### config.mk
export PLATFORM = sky130hd
export DESIGN_NAME = ripple_count_reader_flat
export DESIGN_NICKNAME = d
export VERILOG_FILES = /design/src/rtl/ripple_count_reader_if.sv /design/src/rtl/ripple_count_reader.sv /design/src/flat_wrapper.sv
export SDC_FILE = /design/constraint.sdc
export NUM_CORES = 1
export LEC_CHECK = 0
export BUFFER_PORTS_ARGS = -buffer_cell sky130_fd_sc_hd__buf_2
export CORE_ASPECT_RATIO = 0.7
export CORE_MARGIN = 3
export CORE_UTILIZATION = 40
export CTS_CLUSTER_DIAMETER = 150
export DETAILED_ROUTE_END_ITERATION = 6
export HOLD_SLACK_MARGIN = 0.08
export SETUP_SLACK_MARGIN = 0.1
export SLEW_MARGIN = 5
export SYNTH_ARGS = -nofsm -noshare
export SYNTH_HDL_FRONTEND = slang
export SYNTH_SLANG_ARGS = --single-unit
### constraint.sdc
create_clock -name clk -period 2.7 [get_ports clk]
set_clock_uncertainty 0.15 [all_clocks]
set_input_delay 0.27 -clock clk [delete_from_list [all_inputs] [get_ports clk]]
set_output_delay 0.27 -clock clk [all_outputs]
set_load 0.005 [all_outputs]
### src/rtl/ripple_count_reader_if.sv
// Bus between a ripple-counter sampler and its synchronous consumer.
// The master drives the raw counter bits and the clear; the slave returns the accepted results.
interface ripple_count_reader_if #(
    parameter int W  = 4,
    parameter int TW = 16
);
    logic [W-1:0]  cnt_in;
    logic          clr;
    logic [W-1:0]  value;
    logic [W-1:0]  delta;
    logic          upd;
    logic [TW-1:0] total;
    logic          unstable;

    modport master (
        output cnt_in, clr,
        input  value, delta, upd, total, unstable
    );

    modport slave (
        input  cnt_in, clr,
        output value, delta, upd, total, unstable
    );
endinterface

### src/rtl/ripple_count_reader.sv
// Samples a free-running asynchronous ripple counter and accepts a value only once it has been stable.
// Each accepted value produces a modulo step (delta) and advances a wide running total.
module ripple_count_reader #(
    parameter int W       = 4,
    parameter int TW      = 16,
    parameter int STABLE  = 2,
    parameter int TIMEOUT = 16
) (
    input  logic                  clk,
    input  logic                  rst_n,
    ripple_count_reader_if.slave  bus
);
    localparam int RW = (STABLE  < 1) ? 1 : $clog2(STABLE + 1);
    localparam int IW = (TIMEOUT < 1) ? 1 : $clog2(TIMEOUT + 1);

    typedef enum logic {
        SETTLING,
        LOCKED
    } state_t;

    state_t        state;
    logic [W-1:0]  sync1;
    logic [W-1:0]  sync2;
    logic [W-1:0]  prev;
    logic [RW-1:0] run;
    logic [IW-1:0] idle;
    logic [W-1:0]  value;
    logic [W-1:0]  delta;
    logic          upd;
    logic [TW-1:0] total;
    logic          unstable;

    logic          same;
    logic [RW-1:0] run_next;
    logic          lock_now;
    logic [W-1:0]  delta_new;

    always_comb begin
        same     = (sync2 == prev);
        run_next = '0;
        if (same) begin
            if (run == RW'(STABLE)) begin
                run_next = run;
            end else begin
                run_next = run + 1'b1;
            end
        end
        // Lock on the very edge the run counter reaches STABLE.
        lock_now  = (state == SETTLING) && (run_next == RW'(STABLE));
        delta_new = sync2 - value;
    end

    always_ff @(posedge clk or negedge rst_n) begin
        if (!rst_n) begin
            state    <= SETTLING;
            sync1    <= '0;
            sync2    <= '0;
            prev     <= '0;
            run      <= '0;
            idle     <= '0;
            value    <= '0;
            delta    <= '0;
            upd      <= 1'b0;
            total    <= '0;
            unstable <= 1'b0;
        end else begin
            sync1 <= bus.cnt_in;
            sync2 <= sync1;
            prev  <= sync2;
            run   <= run_next;
            upd   <= 1'b0;

            if (lock_now) begin
                state <= LOCKED;
                if (sync2 != value) begin
                    value <= sync2;
                    delta <= delta_new;
                    total <= total + TW'(delta_new);
                    upd   <= 1'b1;
                end
            end else if ((state == LOCKED) && !same) begin
                state <= SETTLING;
            end

            if (state == LOCKED) begin
                idle <= '0;
            end else if (idle != IW'(TIMEOUT)) begin
                idle <= idle + 1'b1;
            end

            // A coincident clear loses to a fresh timeout.
            if (idle == IW'(TIMEOUT)) begin
                unstable <= 1'b1;
            end else if (bus.clr) begin
                unstable <= 1'b0;
            end
        end
    end

    assign bus.value    = value;
    assign bus.delta    = delta;
    assign bus.upd      = upd;
    assign bus.total    = total;
    assign bus.unstable = unstable;
endmodule

### src/flat_wrapper.sv
// flat-port wrapper written by rule: the top's interface ports become plain ports
module ripple_count_reader_flat 
#(
    parameter int W       = 4,
    parameter int TW      = 16,
    parameter int STABLE  = 2,
    parameter int TIMEOUT = 16
)
  (clk, rst_n, bus_cnt_in, bus_clr, bus_value, bus_delta, bus_upd, bus_total, bus_unstable);
  ripple_count_reader_if #(.W(W), .TW(TW)) bus_i ();
  input  logic clk;
  input  logic rst_n;
  input wire logic [$bits(bus_i.cnt_in)-1:0] bus_cnt_in;
  input wire logic [$bits(bus_i.clr)-1:0] bus_clr;
  output wire logic [$bits(bus_i.value)-1:0] bus_value;
  output wire logic [$bits(bus_i.delta)-1:0] bus_delta;
  output wire logic [$bits(bus_i.upd)-1:0] bus_upd;
  output wire logic [$bits(bus_i.total)-1:0] bus_total;
  output wire logic [$bits(bus_i.unstable)-1:0] bus_unstable;
  assign bus_i.cnt_in = bus_cnt_in;
  assign bus_i.clr = bus_clr;
  assign bus_value = bus_i.value;
  assign bus_delta = bus_i.delta;
  assign bus_upd = bus_i.upd;
  assign bus_total = bus_i.total;
  assign bus_unstable = bus_i.unstable;
  ripple_count_reader #(.W(W), .TW(TW), .STABLE(STABLE), .TIMEOUT(TIMEOUT)) u_core (.clk(clk), .rst_n(rst_n), .bus(bus_i));
endmodule
# --- Yosys cells after proc, flatten, opt, wreduce, memory -nomap -nowiden ---
# Index checks and enable logic that the tools add are counted.
totals:
  mem_count: 0
  ram_bits: 0
  latchBits: 0
  mem_bits_ro: 0
  reg_bits: 46
  in_bits: 7
op_classes:
  n_mul: 0
  reduce_logical: 7
  n_eq_ne: 6
  n_bitwise: 1
  muxes: 10
  magnitude_cmp: 0
  n_div: 0
  shift: 0
  n_addsub: 4
op_table:
  columns: ["cell", "count"]
  rows:
  - ["$add 16x4->16", 1]
  - ["$mux 5", 2]
  - ["$mux 1", 6]
  - ["$reduce_bool 2->1", 3]
  - ["$add 5x1->5 const B", 1]
  - ["$eq 5x5->1 const B", 1]
  - ["$ne 5x5->1 const B", 1]
  - ["$eq 2x2->1 const B", 2]
  - ["$eq 4x4->1", 1]
  - ["$mux 2", 2]
  - ["$ne 4x4->1", 1]
  - ["$sub 4x4->4", 1]
  - ["$add 2x1->2 const B", 1]
  - ["$logic_and 1x1->1", 2]
  - ["$reduce_and 2->1", 1]
  - ["$logic_not 1->1", 1]
  - ["$not 1->1", 1]

# --- Longest topological paths before layout ---
logic_depth:
  ltp_word: 6
  mapped_depth: 12

# --- Least setup slack after synthesis ---
# Ideal clock, no wire load.
synth_timing:
  path_kind: "flip-flop to flip-flop"
  from: "register u_core.value[0] (netlist: u_core.bus.value[0])"
  to: "register u_core.total[10] (netlist: u_core.bus.total[10])"
  period_less_slack_ns: 2.534
  n_path_buf: 0
  t_arrival_ns: 2.304
  path_stages_with_launch: 10
  required_time_ns: 2.470
  setup_ns: 0.080
  setup_slack_ns: 0.166
  cell_sequence: "dfrtp_1 -> ha_1 -> inv_1 -> fa_1 -> fa_1 -> a21o_1 -> a21oi_1 -> nor2_1 -> nand4_1 -> xnor2_1"
synth_between:
  elab_chain_len: 2
  elab_cells_between_ends: 4
  cone_classes: "2 x add/sub; 1 x eq/ne; 1 x reduce/logical"
synth_lines:
  columns: ["item", "line", "text"]
  rows:
  - ["start, declared", "ripple_count_reader.sv:27", "logic [W-1:0] value;"]
  - ["start signal, assigned", "ripple_count_reader.sv:76", "value <= sync2;"]
  - ["$sub 4x4->4", "ripple_count_reader.sv:50", "delta_new = sync2 - value;"]
  - ["net u_core.delta_new[1]", "ripple_count_reader.sv:36", "logic [W-1:0] delta_new;"]
  - ["$add 16x4->16", "ripple_count_reader.sv:78", "total <= total + TW'(delta_new);"]
  - ["end signal, assigned", "ripple_count_reader.sv:78", null]
  - ["end, declared", "ripple_count_reader.sv:30", "logic [TW-1:0] total;"]
# The timed path passes the listed nets, and every way through them passes these cells.
# A chain may end at the register's enable or synchronous reset.

# --- Worst setup path in the final report ---
layout_timing:
  from: "register u_core.value[1] (netlist: u_core.bus.value[1])"
  to: "register u_core.total[12] (netlist: u_core.bus.total[12])"
# The elaborated chain is that of the path after synthesis.

==> impl_metrics.env <==
export IMPL_p_clk_share_pct=30.6
export IMPL_status="complete, no violations"
export IMPL_synth_seq_area_share_pct=56.5
export IMPL_grt_usage_pct=14.1
export IMPL_slew_violations=0
export IMPL_grt_max_degree=47
export IMPL_portBuffers=32
export IMPL_clk_insertion_delay_late_ns=0.29
export IMPL_worst_path_largest_cell_delay_ns=0.35
export IMPL_synth_area_leaders="dfrtp_1, xor2_1, ha_1"
export IMPL_multi_input_area_um2=942
export IMPL_crit_required_ns=2.73
export IMPL_max_slew_margin_pct=58.7
export IMPL_pre_cts_slack_ns=-0.000119
export IMPL_critical_path_arrival_ns=2.61
export IMPL_syn_inst=174
export IMPL_cts_buffers=5
export IMPL_p_seq_share_pct=53.1
export IMPL_crit_path_cell_trace="inv_1 -> ha_1 -> a21o_1 -> a21oi_2 -> xor2_2 -> ha_1 -> buf_4 -> a21oi_1 -> buf_4 -> nor2_1 -> nand3_1 -> xnor2_1"
export IMPL_fin_nets=252
export IMPL_p_leak_uw=0.00140
export IMPL_comb_power_share_pct=16.2
export IMPL_worstSetupPathType="register to register"
export IMPL_fin_cells=303
export IMPL_via_per_inst=4.71
export IMPL_tritoncts="yes"
export IMPL_syn2layout_area_growth_pct=31.6
export IMPL_p_sw_uw=394
export IMPL_switching_share_pct=26.2
export IMPL_die_w_um=91.3
export IMPL_root_buffer="clkbuf_8"
export IMPL_fin_crit_sh_pct=95.7
export IMPL_io_pins=33
export IMPL_critPathBufInv=3
export IMPL_hold_slack_ns=0.0935
export IMPL_rsz0062_at_grt="true"
export IMPL_grt_pass1_wl_um=6640
export IMPL_synthesis_nets=193
export IMPL_p_per_area_mw_per_mm2=561
export IMPL_antenna_cells=0
export IMPL_place_gp_congestion=0.786
export IMPL_synthArstFlopShare_pct=100
export IMPL_drc=0
export IMPL_netlist_area_mm2=0.00204
export IMPL_internal_power_uw=1110
export IMPL_initial_core_util_pct=42.1
export IMPL_layout_drive_gt1_share_pct=33.8
export IMPL_vias=1426
export IMPL_tightestPinTransition_ns=0.614
export IMPL_register_area_mm2=0.00115
export IMPL_yosysTopAreaCell="dfrtp_1"
export IMPL_max_cap_violations=0
export IMPL_rows=21
export IMPL_fmax_mhz=387
export IMPL_cts_htree_levels=2
export IMPL_fillers=440
export IMPL_drtIter0Drc=73
export IMPL_finalHoldViolCount=0
export IMPL_ant_nets=0
export IMPL_grt_pass1_vias=1393
export IMPL_dp_cells=284
export IMPL_syn_avg_cell_area_um2=11.7
export IMPL_antenna_found_initial=0
export IMPL_dieArea_mm2=0.00600
export IMPL_yosysWarnings=0
export IMPL_cts_sinks=46
export IMPL_critPathMaxFanout=4
export IMPL_post_drt_wl_per_cell_um=13.5
export IMPL_drt_first_pass_iters=4
export IMPL_ys_flop_type="dfrtp_1"
export IMPL_fp_dieH_um=65.7
export IMPL_synth_edf_count=0
export IMPL_ir_drop_mv=0.243
export IMPL_grt_remaining_overflow=0
export IMPL_cp_top_family="adder cells"
export IMPL_cp_start_kind="register"
export IMPL_hpwl_um=2690
export IMPL_synth_cell_types=34
export IMPL_coreArea_mm2=0.00483
export IMPL_setup_violations=0
export IMPL_fin_crit_ns=2.58
export IMPL_path_clk_slew_ns=0.09
export IMPL_hold_class="primary input to register"
export IMPL_layout_setup_ws_ns=0.115
export IMPL_cp_slowest_cell="dfrtp_1"
export IMPL_routed_wl_um=4110
export IMPL_synth_top_cell_area_share_pct=56.5
export IMPL_endpoint_kind="register"
export IMPL_clockBufferDepth=2
export IMPL_ys_ff_latch=46
==> kinds of logic after synthesis <==
logic type	Yosys count	share of synthesized area, %
and+or+nand+nor	57	14.3
DFF	46	56.5
xor gates and xnor gates	24	10.7
AOI/OAI and AO/OA	17	5.65
buffers and inverters	15	3.19
adders and majority gates	12	8.11
muxes	3	1.60
==> cells in the final DEF, fill, tap and decap left out, types with 5 or more instances in the layout <==
cell,synthesis,routed
buf_2,1,32
buf_4,0,17
clkbuf_8,0,7
dfrtp_1,46,46
dlygate4sd3_1,0,5
ha_1,10,7
inv_1,12,10
nand2_1,22,22
nand3_1,6,6
nor2_1,11,11
o21ai_0,6,5
xnor2_1,8,8
xor2_1,15,13
==> power groups by stage <==
stage               Combinational, uW  Clock, uW  Sequential [uW]
CTS                               227        477              798
finish                            244        461              799
detailed placement                218          0              811
floorplan                         153          0              803
global placement                  213          0              809
global route                      288        511              808
==> final cells by class <==
type | instances | area share (%)
multi-input cells | 113 | 35.1
clock inverters | 1 | 0.327
clock buffers | 7 | 3.59
inverters | 12 | 1.77
flip-flops and latches | 46 | 42.9
repair buffers | 55 | 13.0
well taps | 69 | 3.22
==> worst reg2reg max path: stages (launching register included) <==
cell     delay, ns
dfrtp_1       0.35
inv_1         0.06
ha_1          0.30
a21o_1        0.20
a21oi_2       0.17
xor2_2        0.10
ha_1          0.33
buf_4         0.13
a21oi_1       0.06
buf_4         0.15
nor2_1        0.20
nand3_1       0.14
xnor2_1       0.14
==> routing by layer <==
layer  GRT usage, %  routed length [um]  part of all wire, %  up-vias
met2           20.3                1880                   46       24
li1               -                   -                    -      701
met1           21.0                2050                   50      697
met3           4.00                 151                  3.7        4
met5              0                   0                    0        -
met4           2.82                  25                 0.61        0
==> metrics by stage <==
step                  TNS, ns  utilization [%]  power, uW  instance area [um^2]
global placement     -0.00616             48.7       1020                  2350
CTS                         0             53.0       1500                  2560
global route           -0.219             55.5       1610                  2680
floorplan                   0                -        955                  2040
detailed placement  -0.000119             48.7       1030                  2350
finish                      0             55.5       1500                  2680
==> cell usage after synthesis (2+ instances only) <==
master and instances:
nor3_1 2, ha_1 10, and2_1 2, o21ai_0 6
inv_1 12, nand3_1 6, xnor2_1 8, a211oi_1 2
nand4_1 3, nand2_1 22, a21o_1 4, dfrtp_1 46
nor4_1 4, nor2_1 11, fa_1 2, xor2_1 15
a21oi_1 2
==> what timing repair did <==
| item | in CTS | in global routing |
|---|---|---|
| endpoints found under the setup margin | 7 | 13 |
| setup buffers | 4 | 4 |
| hold buffers | 5 | 0 |
| cloned | 0 | 0 |
| gates resized for setup | 4 | 20 |
| hold endpoints to repair | 50 | 0 |
| pin swaps | 2 | 16 |
==> flip-flops by register name (all words and copies together), names as in the netlist <==
register,cells
u_core.bus.delta,4
u_core.bus.total,16
u_core.bus.unstable,1
u_core.bus.upd,1
u_core.bus.value,4
u_core.idle,5
u_core.prev,4
u_core.run,2
u_core.state,1
u_core.sync1,4
u_core.sync2,4
==> final timing paths <==
kind / slack, ns / cells after the start / startpoint / endpoint
worst max-delay path: 0.12 / 12 / u_core.bus.value[1] / u_core.bus.total[12]
worst max register to register: 0.12 / 12 / u_core.bus.value[1] / u_core.bus.total[12]
min in group asynchronous: 0.44 / 3 / rst_n / u_core.bus.total[15]
max in group asynchronous: 1.55 / 3 / rst_n / u_core.sync1[2]
worst min register to register: 0.20 / 0 / u_core.sync1[2] / u_core.sync2[2]
worst min-delay path: 0.09 / 3 / bus_clr / u_core.bus.unstable
No activity file was read; power rests on OpenSTA's default activity.
